--- config.mk ---
export PLATFORM = sky130hd
export DESIGN_NAME = axi_lite_mult_table
export DESIGN_NICKNAME = d
export VERILOG_FILES = /design/src/rtl/axi_mult_pkg.sv /design/src/rtl/mult_pipe.sv /design/src/rtl/axi_lite_mult_table.sv
export SDC_FILE = /design/constraint.sdc
export NUM_CORES = 1
export LEC_CHECK = 0
export CAP_MARGIN = 20
export CORE_MARGIN = 2
export CORE_UTILIZATION = 45
export CTS_CLUSTER_SIZE = 8
export DETAILED_ROUTE_END_ITERATION = 7
export GPL_ROUTABILITY_DRIVEN = 1
export PLACE_DENSITY = 0.89
export SETUP_SLACK_MARGIN = 0.3
export SKIP_CTS_REPAIR_TIMING = 1
export SLEW_MARGIN = 20
export SYNTH_ARGS = -nofsm -noshare
export SYNTH_HDL_FRONTEND = slang
export SYNTH_HIERARCHICAL = 1
export SYNTH_SLANG_ARGS = --single-unit
--- constraint.sdc ---
create_clock -name clk -period 6.3 [get_ports clk]
set_input_delay 1.26 -clock clk [delete_from_list [all_inputs] [get_ports clk]]
set_output_delay 1.26 -clock clk [all_outputs]
set_load 0.01 [all_outputs]
--- src/rtl/axi_mult_pkg.sv ---
// Shared constants and types for the AXI4-Lite times-table peripheral.
package axi_mult_pkg;

  localparam logic [1:0] RESP_OKAY   = 2'b00;
  localparam logic [1:0] RESP_SLVERR = 2'b10;
  localparam logic [3:0] CTRL_ADDR   = 4'h0;

  typedef enum logic [1:0] {R_IDLE, R_BUSY, R_RESP} rstate_t;

endpackage

--- src/rtl/mult_pipe.sv ---
// LATENCY-stage multiplier pipeline. Operands, signed flag and valid move
// down the stages; the product is formed from the last stage and extended
// to DATA_W (sign-extended in signed mode, zero-extended otherwise).
module mult_pipe #(
  parameter int WIDTH   = 3,
  parameter int LATENCY = 2,
  parameter int DATA_W  = 32
) (
  input  logic              clk,
  input  logic              rst,
  input  logic              in_vld,
  input  logic [WIDTH-1:0]  in_a,
  input  logic [WIDTH-1:0]  in_b,
  input  logic              in_sgn,
  output logic              out_vld,
  output logic [DATA_W-1:0] out_prod
);

  logic [LATENCY:1]                  vld_pipe;
  logic [LATENCY:1]                  sgn_pipe;
  logic [LATENCY:1][WIDTH-1:0]       a_pipe;
  logic [LATENCY:1][WIDTH-1:0]       b_pipe;
  logic [2*WIDTH-1:0]                ea, eb, prod;

  // Valid shift register; reset discards anything in flight.
  always_ff @(posedge clk) begin
    if (rst) begin
      vld_pipe <= '0;
    end else begin
      vld_pipe[1] <= in_vld;
      for (int i = 2; i <= LATENCY; i++) vld_pipe[i] <= vld_pipe[i-1];
    end
  end

  // Operand and mode shift registers (qualified by vld_pipe, no reset needed).
  always_ff @(posedge clk) begin
    a_pipe[1]   <= in_a;
    b_pipe[1]   <= in_b;
    sgn_pipe[1] <= in_sgn;
    for (int i = 2; i <= LATENCY; i++) begin
      a_pipe[i]   <= a_pipe[i-1];
      b_pipe[i]   <= b_pipe[i-1];
      sgn_pipe[i] <= sgn_pipe[i-1];
    end
  end

  // Extend operands to 2*WIDTH so one multiplier covers both modes; the low
  // 2*WIDTH bits of the product are exact in two's complement.
  always_comb begin
    ea   = {{WIDTH{sgn_pipe[LATENCY] & a_pipe[LATENCY][WIDTH-1]}}, a_pipe[LATENCY]};
    eb   = {{WIDTH{sgn_pipe[LATENCY] & b_pipe[LATENCY][WIDTH-1]}}, b_pipe[LATENCY]};
    prod = ea * eb;
    out_prod = sgn_pipe[LATENCY] ? DATA_W'($signed(prod)) : DATA_W'(prod);
  end

  assign out_vld = vld_pipe[LATENCY];

endmodule

--- src/rtl/axi_lite_mult_table.sv ---
// AXI4-Lite slave returning a*b for araddr = {a, b} after LATENCY cycles.
// Build option AXI_LITE_MULT_SIGNED_EN adds a ctrl register at awaddr 0
// (bit0 = signed mode); without it every write completes with SLVERR.
module axi_lite_mult_table
  import axi_mult_pkg::*;
#(
  parameter int WIDTH   = 3,
  parameter int LATENCY = 2,
  parameter int DATA_W  = 32
) (
  input  logic                clk,
  input  logic                rst,
  input  logic [2*WIDTH-1:0]  araddr,
  input  logic                arvalid,
  output logic                arready,
  output logic [DATA_W-1:0]   rdata,
  output logic [1:0]          rresp,
  output logic                rvalid,
  input  logic                rready,
  input  logic [3:0]          awaddr,
  input  logic                awvalid,
  output logic                awready,
  input  logic [DATA_W-1:0]   wdata,
  input  logic [DATA_W/8-1:0] wstrb,
  input  logic                wvalid,
  output logic                wready,
  output logic [1:0]          bresp,
  output logic                bvalid,
  input  logic                bready
);

  rstate_t             state, state_nxt;
  logic                en;
  logic                ar_hs, sgn_cur;
  logic                pipe_vld;
  logic [DATA_W-1:0]   pipe_prod;
  logic                aw_held, w_held, wr_fire, wr_ok;
  logic [3:0]          awaddr_q;
  logic                w_bit, w_stb;
  logic                unused_ok;

  // Readies stay low through reset and rise on the first edge out of it.
  always_ff @(posedge clk) begin
    if (rst) en <= 1'b0;
    else     en <= 1'b1;
  end

  assign arready = en && (state == R_IDLE);
  assign rvalid  = (state == R_RESP);
  assign rresp   = RESP_OKAY;
  assign ar_hs   = arvalid && arready;

  // Read FSM state register.
  always_ff @(posedge clk) begin
    if (rst) state <= R_IDLE;
    else     state <= state_nxt;
  end

  // Read FSM next state; the pipe valid marks the end of the busy window.
  always_comb begin
    state_nxt = state;
    case (state)
      R_IDLE:  if (ar_hs)    state_nxt = R_BUSY;
      R_BUSY:  if (pipe_vld) state_nxt = R_RESP;
      R_RESP:  if (rready)   state_nxt = R_IDLE;
      default:               state_nxt = R_IDLE;
    endcase
  end

  mult_pipe #(.WIDTH(WIDTH), .LATENCY(LATENCY), .DATA_W(DATA_W)) u_pipe (
    .clk      (clk),
    .rst      (rst),
    .in_vld   (ar_hs),
    .in_a     (araddr[2*WIDTH-1:WIDTH]),
    .in_b     (araddr[WIDTH-1:0]),
    .in_sgn   (sgn_cur),
    .out_vld  (pipe_vld),
    .out_prod (pipe_prod)
  );

  // Result register: holds rdata stable until the R handshake.
  always_ff @(posedge clk) begin
    if (rst)                                rdata <= '0;
    else if (state == R_BUSY && pipe_vld)   rdata <= pipe_prod;
  end

  assign awready = en && !aw_held;
  assign wready  = en && !w_held;
  assign wr_fire = aw_held && w_held && !bvalid;

  // Write path: capture each beat independently, respond once both are held.
  always_ff @(posedge clk) begin
    if (rst) begin
      aw_held  <= 1'b0;
      w_held   <= 1'b0;
      bvalid   <= 1'b0;
      bresp    <= 2'b00;
      awaddr_q <= '0;
      w_bit    <= 1'b0;
      w_stb    <= 1'b0;
    end else begin
      if (awvalid && awready) begin
        aw_held  <= 1'b1;
        awaddr_q <= awaddr;
      end
      if (wvalid && wready) begin
        w_held <= 1'b1;
        w_bit  <= wdata[0];
        w_stb  <= wstrb[0];
      end
      if (wr_fire) begin
        bvalid <= 1'b1;
        bresp  <= wr_ok ? RESP_OKAY : RESP_SLVERR;
      end
      if (bvalid && bready) begin
        bvalid  <= 1'b0;
        aw_held <= 1'b0;
        w_held  <= 1'b0;
      end
    end
  end

`ifdef AXI_LITE_MULT_SIGNED_EN
  logic sgn_q;

  assign wr_ok   = (awaddr_q == CTRL_ADDR);
  assign sgn_cur = sgn_q;

  // Ctrl register; updated on the write-response edge, so a read accepted on
  // that same edge still sees the old mode.
  always_ff @(posedge clk) begin
    if (rst)                           sgn_q <= 1'b0;
    else if (wr_fire && wr_ok && w_stb) sgn_q <= w_bit;
  end
`else
  assign wr_ok   = 1'b0;
  assign sgn_cur = 1'b0;
`endif

  // Only bit0/strobe0 and the address matter; the remaining bits are sunk here.
  assign unused_ok = ^{awaddr, wdata, wstrb, awaddr_q, w_bit, w_stb};

endmodule

# ---- Word level (Yosys, flattened, before mapping)
# Cells that the tools add are included.
# Widths: inputs -> output; s select.
dict set report totals {
  regBits 27
  inputBits 53
  output_inout_bits 41
  wordCells 39
}
dict set report op_classes {
  n_eq_ne 5
  n_reduce_logical 16
  mux 5
  multipliers 1
}
# cell count
set ops {}
lappend ops {{$logic_and 1x1->1} 10}
lappend ops {{$mul 3x3->6} 1}
lappend ops {{$mux 2} 3}
lappend ops {{$ne 2x1->1 const B} 3}
lappend ops {{$pmux 2 s3} 1}
lappend ops {{$logic_not 1->1} 3}
lappend ops {{$reduce_and 3->1} 1}
lappend ops {{$eq 2x1->1 const B} 1}
lappend ops {{$eq 2x2->1 const B} 1}
lappend ops {{$logic_not 2->1} 1}
lappend ops {{$reduce_or 2->1} 1}
lappend ops {{$mux 1} 1}

# ---- Depth between registers and ports, before layout
dict set report depth {
  depth_word 5
  mapped_depth 16
  mapped_depth_nobuf 15
}

# ---- Modules after synthesis
# The synthesis kept the hierarchy.
# mod seq_area_each_um2 n_inst cells_each area_each_um2
set by_module_without_submodules {}
lappend by_module_without_submodules {axi_lite_mult_table 780.7 1 173 1762.9}
lappend by_module_without_submodules {mult_pipe 320.3 1 88 910.9}

# ---- Worst setup path after synthesis
# Ideal clock, no wire load.
dict set report synth_timing {
  path_type {reg2reg}
  startpoint {register u_pipe/b_pipe[5] in the netlist's numbering}
  endpoint {register, netlist name rdata[10]}
  setup_slack_ns 1.991
  setup_time_ns 0.072
  arrival_time_ns 4.237
  n_path_buf 1
  synth_period_minus_slack_ns 4.309
  stages_incl_launch_ff 16
  t_required_ns 6.228
  path_cell_list {dfxtp_1 nand2_1 or2_2 fa_1 inv_1 fa_1 fa_1 ha_1 inv_1 fa_1 xor2_1 xnor2_1 a22o_1 buf_4 nand2b_1 mux2i_1}
}
# element line
set synth_rtl {}
lappend synth_rtl {{from (decl)} mult_pipe.sv:22} ;# logic [LATENCY:1][WIDTH-1:0] b_pipe;
lappend synth_rtl {{from (signal, indexed assignment)} mult_pipe.sv:42} ;# b_pipe[i] <= b_pipe[i-1];

==> results.json <==
{
  "die_w_um": 81.1,
  "remaining_antenna_violation_count": 0,
  "finalCriticalPeriod_ps": 4750,
  "initial_cell_density_of_the_core_pct": 46.0,
  "design.final.nets": 348,
  "finalInstanceArea_um2": 3100,
  "postSynthRegisterBits": 55,
  "worstHoldStart": "u_pipe/a_pipe[2]$_DFF_P_",
  "number_of_enable_type_register_cells_in_the_synthesized_netlist": 0,
  "seq_area_frac_synth_pct": 41.2,
  "portBuffers": 50,
  "vias_per_cell": 4.56,
  "status": "complete, no violations",
  "num_antenna_cells": 0,
  "multi_input_comb_area_um2": 1240,
  "irDropWorstVdd_mv": 0.146,
  "drive_gt1_share_pct": 4.23,
  "grt_setup_unrepaired": "no",
  "netlist_area_um2": 2670,
  "first_iter_violations": 45,
  "synthMostInstantiatedCell": "sky130_fd_sc_hd__nand2b_1",
  "cts_tree": "yes",
  "worst_setup_path_start_kind": "flop",
  "worstMarginPinSlew_ps": 1020,
  "syn2layout_area_growth_pct": 16.0,
  "path_clk_slew_ps": 100,
  "synthDominantAreaCellType": "sky130_fd_sc_hd__dfxtp_1",
  "fmax_mhz": 211,
  "static-leakage-power_nw": 1.13,
  "timing.final.crit_share_pct": 75.4,
  "finalSetupTns_ps": 0,
  "routed_wire_length_mm": 4.15,
  "post_synth.cell_area_avg_um2": 10.2,
  "cts.root.buffer_cell": "sky130_fd_sc_hd__clkbuf_8",
  "floorplan.io_pins": 94,
  "yosys-top-cells-area": "sky130_fd_sc_hd__dfxtp_1, sky130_fd_sc_hd__nand2b_1, sky130_fd_sc_hd__mux2i_1, sky130_fd_sc_hd__buf_4, sky130_fd_sc_hd__fa_1",
  "power.density_cell_area_nw_per_um2": 222,
  "first_pass_grt_wire_length_mm": 7.27,
  "netlist_instances": 261,
  "globalRouteTotalUtil_pct": 14.2,
  "yosys.cell_types.count": 32,
  "worstSkewPairLatency_ps": 300,
  "worst_ep_required_time_ps": 6540,
  "crit_fanout": 26,
  "fillCellCount": 553,
  "wire_per_inst_um": 11.5,
  "clock-sinks": 55,
  "synth_warnings": 6,
  "timing.slew.headroom_pct": 32.0,
  "clock_tree.buffer_depth": 2,
  "criticalPathCategory": "reg2reg",
  "core-area_um2": 5820,
  "gp_routability_congestion": 0.716,
  "firstDrtPassIters": 4,
  "largest_clock_skew_in_the_final_design_ps": 7.97,
  "overall_overflow_remaining_after_global_route": 0,
  "r2r_start": "u_pipe/b_pipe[5]$_DFF_P_",
  "maxSlewViolCount": 0,
  "synthArstFlopShare_pct": 0,
  "dr_total_vias": 1638,
  "h-tree-depth": 2,
  "tritoncts.num_buffers": 5,
  "die_height_um": 81.1,
  "grt_start_max_net_pins": 72,
  "antenna_violations_before_repair": 0,
  "worstHoldPathType": "reg2reg",
  "drc_errors": 0,
  "fp-row-count": 28,
  "synth_top_area_share_pct": 41.2,
  "critPathCaptureType": "flop",
  "synth_common_cells": "sky130_fd_sc_hd__nand2b_1, sky130_fd_sc_hd__dfxtp_1, sky130_fd_sc_hd__mux2i_1",
  "number_of_setup_violations_in_the_final_report": 0,
  "ys.flop_type": "sky130_fd_sc_hd__dfxtp_1",
  "detailed_place_hpwl_mm": 2.81,
  "die_area_um2": 6570,
  "startpoint": "u_pipe/b_pipe[5]$_DFF_P_",
  "area.sequential_um2": 1100,
  "data_arrival_time_of_the_critical_path_ps": 4980,
  "number_of_global_route_vias_before_repair": 1622,
  "hold_viol": 0,
  "cap_violations": 0,
  "dpl-instance-area_um2": 2980
}
path summary, 6_finish.rpt:
path                            slack, ps                       end  cells after the start
worst min-delay path                  340  u_pipe/a_pipe[5]$_DFF_P_                      0
worst min register to register        340  u_pipe/a_pipe[5]$_DFF_P_                      0
worst max register to register       1550    rdata[29]$_SDFFE_PP0P_                     14
worst max-delay path                 1550    rdata[29]$_SDFFE_PP0P_                     14
routing by layer:
| metal | part of all wire, % | global-route usage (%) | wire length (um) | up-vias |
|---|---|---|---|---|
| met2 | 50 | 25.7 | 2060 | 38 |
| met3 | 4.9 | 3.44 | 203 | 5 |
| met4 | 1.5 | 5.08 | 61 | 0 |
| li1 | - | - | - | 836 |
| met1 | 44 | 16.1 | 1820 | 759 |
| met5 | 0 | 0 | 0 | - |
final cells by class:
| cell class | count | area share [%] |
|---|---|---|
| well taps | 75 | 3.03 |
| repair buffers | 51 | 16.4 |
| flip-flops and latches | 55 | 35.5 |
| multi-input cells | 160 | 40.0 |
| clock buffers | 6 | 2.66 |
| clock inverters | 2 | 1.25 |
| inverters | 10 | 1.21 |
where the power goes:
group	switching, mW	total [mW]	internal, mW
Clock	0.114	0.245	0.131
Combinational	0.0412	0.0828	0.0416
Sequential	0.00607	0.362	0.356
cells in the final DEF (no fill, tap or decap), drive strengths merged, types with 5 or more instances in the layout:
cell            n
and2            8
clkbuf          6
clkdlybuf4s50  50
dfxtp          55
fa              6
ha              6
inv            11
mux2i          32
nand2b         66
nor2b           5
worst max-delay path, cell delays in order (launching register included):
cell                       delay [ps]
sky130_fd_sc_hd__dfxtp_1          430
sky130_fd_sc_hd__nand2_1          150
sky130_fd_sc_hd__or2_2            320
sky130_fd_sc_hd__fa_1             540
sky130_fd_sc_hd__inv_1             50
sky130_fd_sc_hd__fa_1             490
sky130_fd_sc_hd__fa_1             520
sky130_fd_sc_hd__ha_1             140
sky130_fd_sc_hd__inv_1             50
sky130_fd_sc_hd__fa_1             370
sky130_fd_sc_hd__xor2_1           160
sky130_fd_sc_hd__xnor2_1          270
sky130_fd_sc_hd__a22o_1           870
sky130_fd_sc_hd__nand2b_1         140
sky130_fd_sc_hd__mux2i_1          170
registers in the layout (all words and copies together) (netlist names):
register         flops
aw_held              1
bresp                1
bvalid               1
en                   1
rdata               32
state                2
u_pipe/a_pipe        6
u_pipe/b_pipe        6
u_pipe/sgn_pipe      2
u_pipe/vld_pipe      2
w_held               1
per-stage QoR:
stage	worst slack (ps)	power (mW)	hold slack [ps]	cells	utilization (%)
floorplan	1990	0.467	310	264	-
global placement	1650	0.451	310	351	51.2
detailed placement	1510	0.455	312	351	51.2
CTS	1490	0.705	336	359	53.3
global route	1180	0.728	342	359	53.3
finish	1550	0.690	336	359	53.3
cells by family (layout without fill, tap and decap cells):
family / Yosys count / in the layout / share of synthesized area (%)
mux: 32 / 32 / 12.0
compound gates: 9 / 9 / 2.11
flops: 55 / 55 / 41.2
fa+ha+maj: 12 / 12 / 7.30
xor+xnor: 6 / 6 / 1.97
other cells: 1 / 4 / 0.140
simple gates: 97 / 97 / 22.4
buf+inv: 49 / 69 / 13.0
Power figures use the tool's default switching activity.
